File: src/rtl/al_alarm_sequencer.sv
// Alarm sequencer.
// Detects the first cycle at which the running time equals the stored alarm
// time and then runs a ring/snooze cycle. The ring stops by auto-off timeout,
// by dismiss, or when the alarm is disabled.
`timescale 1ns/1ps
module al_alarm_sequencer #(
  parameter int RING_SECONDS   = 60,
  parameter int SNOOZE_SECONDS = 540,
  parameter int MAX_SNOOZE     = 3
) (
  input  logic        clk256,
  input  logic        reset,
  input  logic        one_second,
  input  logic [15:0] current_time,
  input  logic [15:0] alarm_time,
  input  logic        alarm_enable,
  input  logic        snooze,
  input  logic        alarm_off,
  output logic        sound_alarm,
  output logic        snooze_active,
  output logic [1:0]  snooze_left
);

  typedef enum logic [1:0] {
    IDLE    = 2'd0,
    RINGING = 2'd1,
    SNOOZE  = 2'd2
  } state_t;

  localparam logic [9:0] RING_CNT   = 10'(RING_SECONDS);
  localparam logic [9:0] SNOOZE_CNT = 10'(SNOOZE_SECONDS);
  localparam logic [1:0] SNOOZE_MAX = 2'(MAX_SNOOZE);

  state_t      state_q, state_d;
  logic [9:0]  cnt_q, cnt_d;
  logic [1:0]  snooze_left_q, snooze_left_d;
  logic        match_q, match_d;
  logic        sound_alarm_q, sound_alarm_d;
  logic        snooze_active_q, snooze_active_d;

  logic        trigger;
  logic [9:0]  cnt_dec;

  // Edge detect on the time match, and a saturating decrement of the counter.
  always_comb begin
    match_d = (current_time == alarm_time);
    trigger = match_d && !match_q;
    cnt_dec = (cnt_q != 10'd0) ? (cnt_q - 10'd1) : cnt_q;
  end

  // Next-state logic; priority: disable > dismiss > snooze > tick expiry.
  always_comb begin
    state_d       = state_q;
    cnt_d         = cnt_q;
    snooze_left_d = snooze_left_q;
    case (state_q)
      IDLE: begin
        if (trigger && alarm_enable) begin
          state_d       = RINGING;
          cnt_d         = RING_CNT;
          snooze_left_d = SNOOZE_MAX;
        end
      end
      RINGING: begin
        if (!alarm_enable || alarm_off) begin
          state_d = IDLE;
        end else if (snooze && (snooze_left_q != 2'd0)) begin
          // An accepted snooze swallows a coincident tick.
          state_d       = SNOOZE;
          cnt_d         = SNOOZE_CNT;
          snooze_left_d = snooze_left_q - 2'd1;
        end else if (one_second) begin
          if (cnt_q == 10'd1) begin
            state_d = IDLE;
          end
          cnt_d = cnt_dec;
        end
      end
      SNOOZE: begin
        if (!alarm_enable || alarm_off) begin
          state_d = IDLE;
        end else if (one_second) begin
          if (cnt_q == 10'd1) begin
            state_d = RINGING;
            cnt_d   = RING_CNT;
          end else begin
            cnt_d = cnt_dec;
          end
        end
      end
      default: begin
        state_d = IDLE;
      end
    endcase
    // Outputs are registered copies of the decoded next state.
    sound_alarm_d   = (state_d == RINGING);
    snooze_active_d = (state_d == SNOOZE);
  end

  // State and output registers; match_q resets high so a standing match is not an edge.
  always_ff @(posedge clk256 or negedge reset) begin
    if (!reset) begin
      state_q         <= IDLE;
      cnt_q           <= 10'd0;
      snooze_left_q   <= 2'd0;
      match_q         <= 1'b1;
      sound_alarm_q   <= 1'b0;
      snooze_active_q <= 1'b0;
    end else begin
      state_q         <= state_d;
      cnt_q           <= cnt_d;
      snooze_left_q   <= snooze_left_d;
      match_q         <= match_d;
      sound_alarm_q   <= sound_alarm_d;
      snooze_active_q <= snooze_active_d;
    end
  end

  assign sound_alarm   = sound_alarm_q;
  assign snooze_active = snooze_active_q;
  assign snooze_left   = snooze_left_q;

endmodule
File: config.mk
export PLATFORM = sky130hd
export DESIGN_NAME = al_alarm_sequencer
export DESIGN_NICKNAME = d
export VERILOG_FILES = /design/src/rtl/al_alarm_sequencer.sv
export SDC_FILE = /design/constraint.sdc
export NUM_CORES = 1
export LEC_CHECK = 0
export ABC_CLOCK_PERIOD_IN_PS = 2900
export BUFFER_PORTS_ARGS = -buffer_cell sky130_fd_sc_hd__buf_2
export CELL_PAD_IN_SITES_DETAIL_PLACEMENT = 1
export CELL_PAD_IN_SITES_GLOBAL_PLACEMENT = 1
export CORE_ASPECT_RATIO = 0.75
export CORE_MARGIN = 2
export CORE_UTILIZATION = 25
export CTS_CLUSTER_DIAMETER = 50
export CTS_CLUSTER_SIZE = 12
export DETAILED_ROUTE_END_ITERATION = 6
export GPL_TIMING_DRIVEN = 0
export HOLD_SLACK_MARGIN = 0.05
export PLACE_DENSITY_LB_ADDON = 0.1
export SLEW_MARGIN = 5
export SYNTH_ARGS = -nofsm -noshare
export SYNTH_HDL_FRONTEND = slang
export SYNTH_SLANG_ARGS = --single-unit
File: constraint.sdc
create_clock -name clk256 -period 2.9 [get_ports clk256]
set_clock_uncertainty 0.05 [all_clocks]
set_input_delay 0.58 -clock clk256 [delete_from_list [all_inputs] [get_ports clk256]]
set_output_delay 0.58 -clock clk256 [all_outputs]
set_load 0.02 [all_outputs]
Yosys cells after proc, flatten, opt, wreduce, memory -nomap -nowiden:

Cells that the tools add are included.

* bits of input ports: 38
* register bits: 17
* word-level logic and storage cells: 55

* muxes and demuxes: 22
* reductions and logical operators: 13
* equality and inequality tests: 12
* add/subtract/negate cells: 2

Operators with widths (count)
* $mux 10: 8
* $pmux 10 s3: 1
* $mux 2: 11
* $eq 16x16->1: 1
* $eq 10x1->1 const B: 1
* $ne 2x2->1 const B: 5
* $reduce_bool 10->1: 1
* $sub 10x1->10 const B: 1
* $pmux 2 s3: 1
* $reduce_and 6->1: 1
* $eq 2x1->1 const B: 2
* $eq 2x2->1 const B: 2
* $pmux 2 s2: 1
* $reduce_and 4->1: 1
* $reduce_bool 2->1: 2
* $logic_and 1x1->1: 3
* $ne 3x3->1 const B: 1
* $reduce_bool 3->1: 1
* $logic_not 1->1: 2
* $logic_not 2->1: 1
* $sub 2x1->2 const B: 1
* $logic_or 1x1->1: 1

Longest topological paths before layout:

* word-level depth: 7
* mapped depth: 8
* gate-level depth less buffers: 7

Worst setup path before layout:

No wires, ideal clock.

* kind: register to register
* start: reg state_q[0]
* end: reg cnt_q[4]
* cell stages (with the launch flop): 9
* data required time: 2.725 ns
* arrival time: 2.070 ns
* path slack: 0.655 ns
* cell sequence: dfrtp_1 inv_1 ha_1 clkbuf_1 a221oi_1 o211ai_1 or2_1 buf_6 mux2_4

* cells in the longest elaborated chain, start to end: 3

RTL lines
* start: declaration: RTL line 34 `state_t state_q, state_d;`
* start signal: assignment: RTL line 110 `state_q <= state_d;`
* $eq 2x1->1, or another cell as far along: RTL line 56 `case (state_q)`
* $ne 3x3->1 (no source line), or another cell as far along
* $reduce_and 6->1 (no source line)
* end signal: assignment: RTL line 111 `cnt_q <= cnt_d;`
* end: declaration: RTL line 35 `logic [9:0] cnt_q, cnt_d;`

Parallel ways exist; a longest one is shown, timed or not.
A chain may end at the register's enable or synchronous reset.

Worst setup path in the final report:

Ends and elaborated chain as after synthesis.

==> summary.md <==
| Metric | Value |
|---|---|
| Die Area | `0.00673 mm²` |
| RePlAce Congestion | `0.803` |
| Number of remaining DRC errors | `0` |
| Crit path capture type | `register` |
| CTS buffer count | `3` |
| Worst reg2reg setup slack | `290 ps` |
| Core area | `0.00586 mm²` |
| I/O Buffers | `41` |
| Sw Ratio | `0.276` |
| Grt ovf | `0` |
| GRT Util Overall | `0.153` |
| Ys Warns | `0` |
| Final HPWL DP | `3950 µm` |
| Fin cells | `296` |
| #FFs+latches synth | `17` |
| Layout Nets | `266` |
| Worst Tran Pin Value | `592 ps` |
| ANT cells | `0` |
| WP data required | `3000 ps` |
| Min Tclk post-route | `2610 ps` |
| Sequential power share | `0.469` |
| Max_cap viols | `0` |
| First-pass GRT wire length | `8110 µm` |
| # setup viols final | `0` |
| Top FF cell, synth | `dfrtp_1` |
| Layout cell share with drive strength beyond 1 | `0.294` |
| Rows | `24` |
| Initial antenna violation count | `0` |
| Die H | `71.6 µm` |
| Filler cell count | `721` |
| Crit path kind | `reg2reg` |
| Initial Util | `0.260` |
| Netlist cell types | `50` |
| Run status | `complete, no violations` |
| Slowest Stage Delay on Critical Path | `460 ps` |
| Final period util | `0.901` |
| Root Driver | `clkbuf_8` |
| Worst-path clk slew | `80 ps` |
| WP data arrival | `2710 ps` |
| Pwr Total | `515 µW` |
| Syn_area_per_cell | `8.85 µm²` |
| P_leak | `0.000845 µW` |
| Number of gates resized after CTS | `0` |
| Area growth syn-to-layout | `23.4%` |
| Vias | `1527` |
| Gate Count Post-Synth | `172` |
| Clock network power share | `0.376` |
| Final wirelength | `5040 µm` |
| F_max | `383 MHz` |
| Slew margin rel. | `0.602` |
| Die Wd | `94.1 µm` |
| CTS tree | `done` |
| Ys async rst share | `1.00` |
| Post-Syn Area | `0.00152 mm²` |
| Hold Crit Class | `in2async` |
| Io pins | `42` |
| Routed length per instance | `17.0 µm` |
| Gate power share | `0.155` |
| Clk sink count | `17` |
| Final core occ | `0.321` |
| Max Buffers Root-to-Sink | `2` |
| Vias in the first global route | `1550` |
| Reg2reg start | `state_q[0]$_DFF_PN0_` |
| Placed cell count | `291` |
| Post-CTS Hold Fix Bufs | `0` |
| Slowest-stage cell, CP | `dfrtp_1` |
| Largest net degree at the start of global routing | `18` |
| R2r worst-path depth | `8` |
| Reg2reg end | `cnt_q[4]$_DFFE_PN0P_` |
| Post-route antenna net violation count | `0` |
| Number of synthesized flops with an enable pin | `0` |
| Via density | `5.16` |
| Pre-antenna DRT Iters | `4` |
| P per Cell Area | `275 mW/mm²` |
| H-tree Lvls | `1` |
| RSZ-0062 raised after global routing | `no` |
| Crit Path Max Fanout | `9` |
| Initial drt markers | `79` |
| Sequential cell area fraction in the yosys report | `0.280` |
| Internal | `373 µW` |
| Critical path, cell by cell | `inv_1 > ha_1 > clkbuf_1 > a221oi_1 > o211ai_1 > or2_1 > buf_6 > mux2_4` |
| Net Count, Synth | `219` |
| Switching pwr | `142 µW` |
| Hold Violations, Final | `0` |
| Slew Limit Fails | `0` |
| Post-Route Setup TNS | `0 ps` |
| Peak VDD IR | `130 µV` |
| Clk_lat worst skew | `260 ps` |
| Critical Path Source Type | `register` |
| Post-CTS Setup Inserts | `0` |
[area by class of cell]
class                           count  area, µm²  area share
Inverter                           15       56.3      0.0300
Tap cell                           78       97.6      0.0520
Multi-Input combinational cell    137       1020       0.541
Sequential cell                    17        427       0.227
Clock buffer                        4       45.0      0.0240
Timing Repair Buffer               42        213       0.113
Buffer                              3       22.5      0.0120
[logic make-up (layout without fill, tap and decap cells)]
family                     Yosys count  after routing  synth area share
AOI/OAI and AO/OA                   50             50             0.243
and+or+nand+nor                     61             61             0.248
buffers and inverters               18             64            0.0518
DFF                                 17             17             0.280
adders and majority gates            9              9            0.0740
muxes                                1              1           0.00987
xor gates and xnor gates            16             16            0.0921
[critical path, delay by kind of cell, from the launching register on]
| kind | cells | cell delay, ps |
|---|---|---|
| buffers and inverters | 3 | 470 |
| multiplexers | 1 | 300 |
| AO/OA/AOI/OAI | 2 | 690 |
| flip-flops | 1 | 460 |
| AND/OR/NAND/NOR | 1 | 320 |
| adder cells (fa/ha/maj) | 1 | 200 |
[sequential cells by signal (all words and copies together) (netlist names)]
register / count
cnt_q: 10
snooze_left: 2
state_q: 2
match_q: 1
snooze_active: 1
sound_alarm: 1
[synthesized netlist by cell type (2+ instances only)]
cell	count	area, µm²
dfrtp_1	16	400
xor2_1	16	140
inv_1	15	56.3
nor2_1	11	41.3
nand2_1	10	37.5
ha_1	9	113
nor4_1	7	43.8
a211oi_1	6	45.0
a21oi_1	6	30.0
nand3_1	6	30.0
o21ai_0	6	30.0
o22ai_1	5	31.3
and3_2	4	30.0
o31ai_1	4	30.0
or3_1	4	25.0
a31oi_1	3	18.8
nand2b_1	3	18.8
a211oi_2	2	25.0
a221o_1	2	20.0
a221oi_1	2	17.5
a32oi_1	2	17.5
nand4_1	2	12.5
nor4_4	2	42.5
o21a_1	2	15.0
or2_2	2	12.5
[stage by stage]
stage | instance area (µm²) | hold slack (ps) | setup slack [ps]
6_report | 1880 | 209 | 287
5_1_grt | 1880 | 238 | 102
4_1_cts | 1870 | 223 | 120
3_5_place_dp | 1820 | 487 | 72.7
3_3_place_gp | 1820 | 490 | 62.6
2_1_floorplan | 1520 | 234 | 655
[power by group through the flow]
stage                     registers, µW  logic [µW]  clock network (µW)
after CTS                           242        79.6                 197
after floorplan                     246        34.9                   0
after global routing                242        88.0                 206
final                               242        79.8                 194
after global placement              246        75.7                   0
after detailed placement            246        79.2                   0
[worst max-delay path by stage]
stage | to | from
4_1_cts | cnt_q[4]$_DFFE_PN0P_ | state_q[0]$_DFF_PN0_
5_1_grt | cnt_q[4]$_DFFE_PN0P_ | state_q[1]$_DFF_PN0_
6_report | cnt_q[4]$_DFFE_PN0P_ | state_q[0]$_DFF_PN0_
3_3_place_gp | cnt_q[4]$_DFFE_PN0P_ | alarm_time[8]
2_1_floorplan | cnt_q[4]$_DFFE_PN0P_ | state_q[0]$_DFF_PN0_
3_5_place_dp | cnt_q[4]$_DFFE_PN0P_ | alarm_time[8]
[per-layer routing]
metal	share of wire	wire length, µm	track usage
met2	0.48	2430	0.245
met3	0.021	107	0.0294
met4	0.0034	17	0.0145
met5	0	0	0
met1	0.49	2480	0.224
[placed cells by master, fill, tap and decap left out, types with 3 or more instances in the layout]
| master | instances |
|---|---|
| a31oi_1 | 3 |
| nand2b_1 | 3 |
| dfrtp_1 | 16 |
| xor2_1 | 16 |
| or3_1 | 4 |
| o21ai_0 | 6 |
| a211oi_1 | 6 |
| nand3_1 | 6 |
| ha_1 | 9 |
| nor4_1 | 7 |
| nand2_1 | 10 |
| a21oi_1 | 6 |
| and3_2 | 4 |
| nor2_1 | 11 |
| o31ai_1 | 4 |
| clkbuf_8 | 3 |
| inv_1 | 15 |
| o22ai_1 | 5 |
| buf_2 | 41 |
Note: power is estimated with default switching activity, not from simulation.
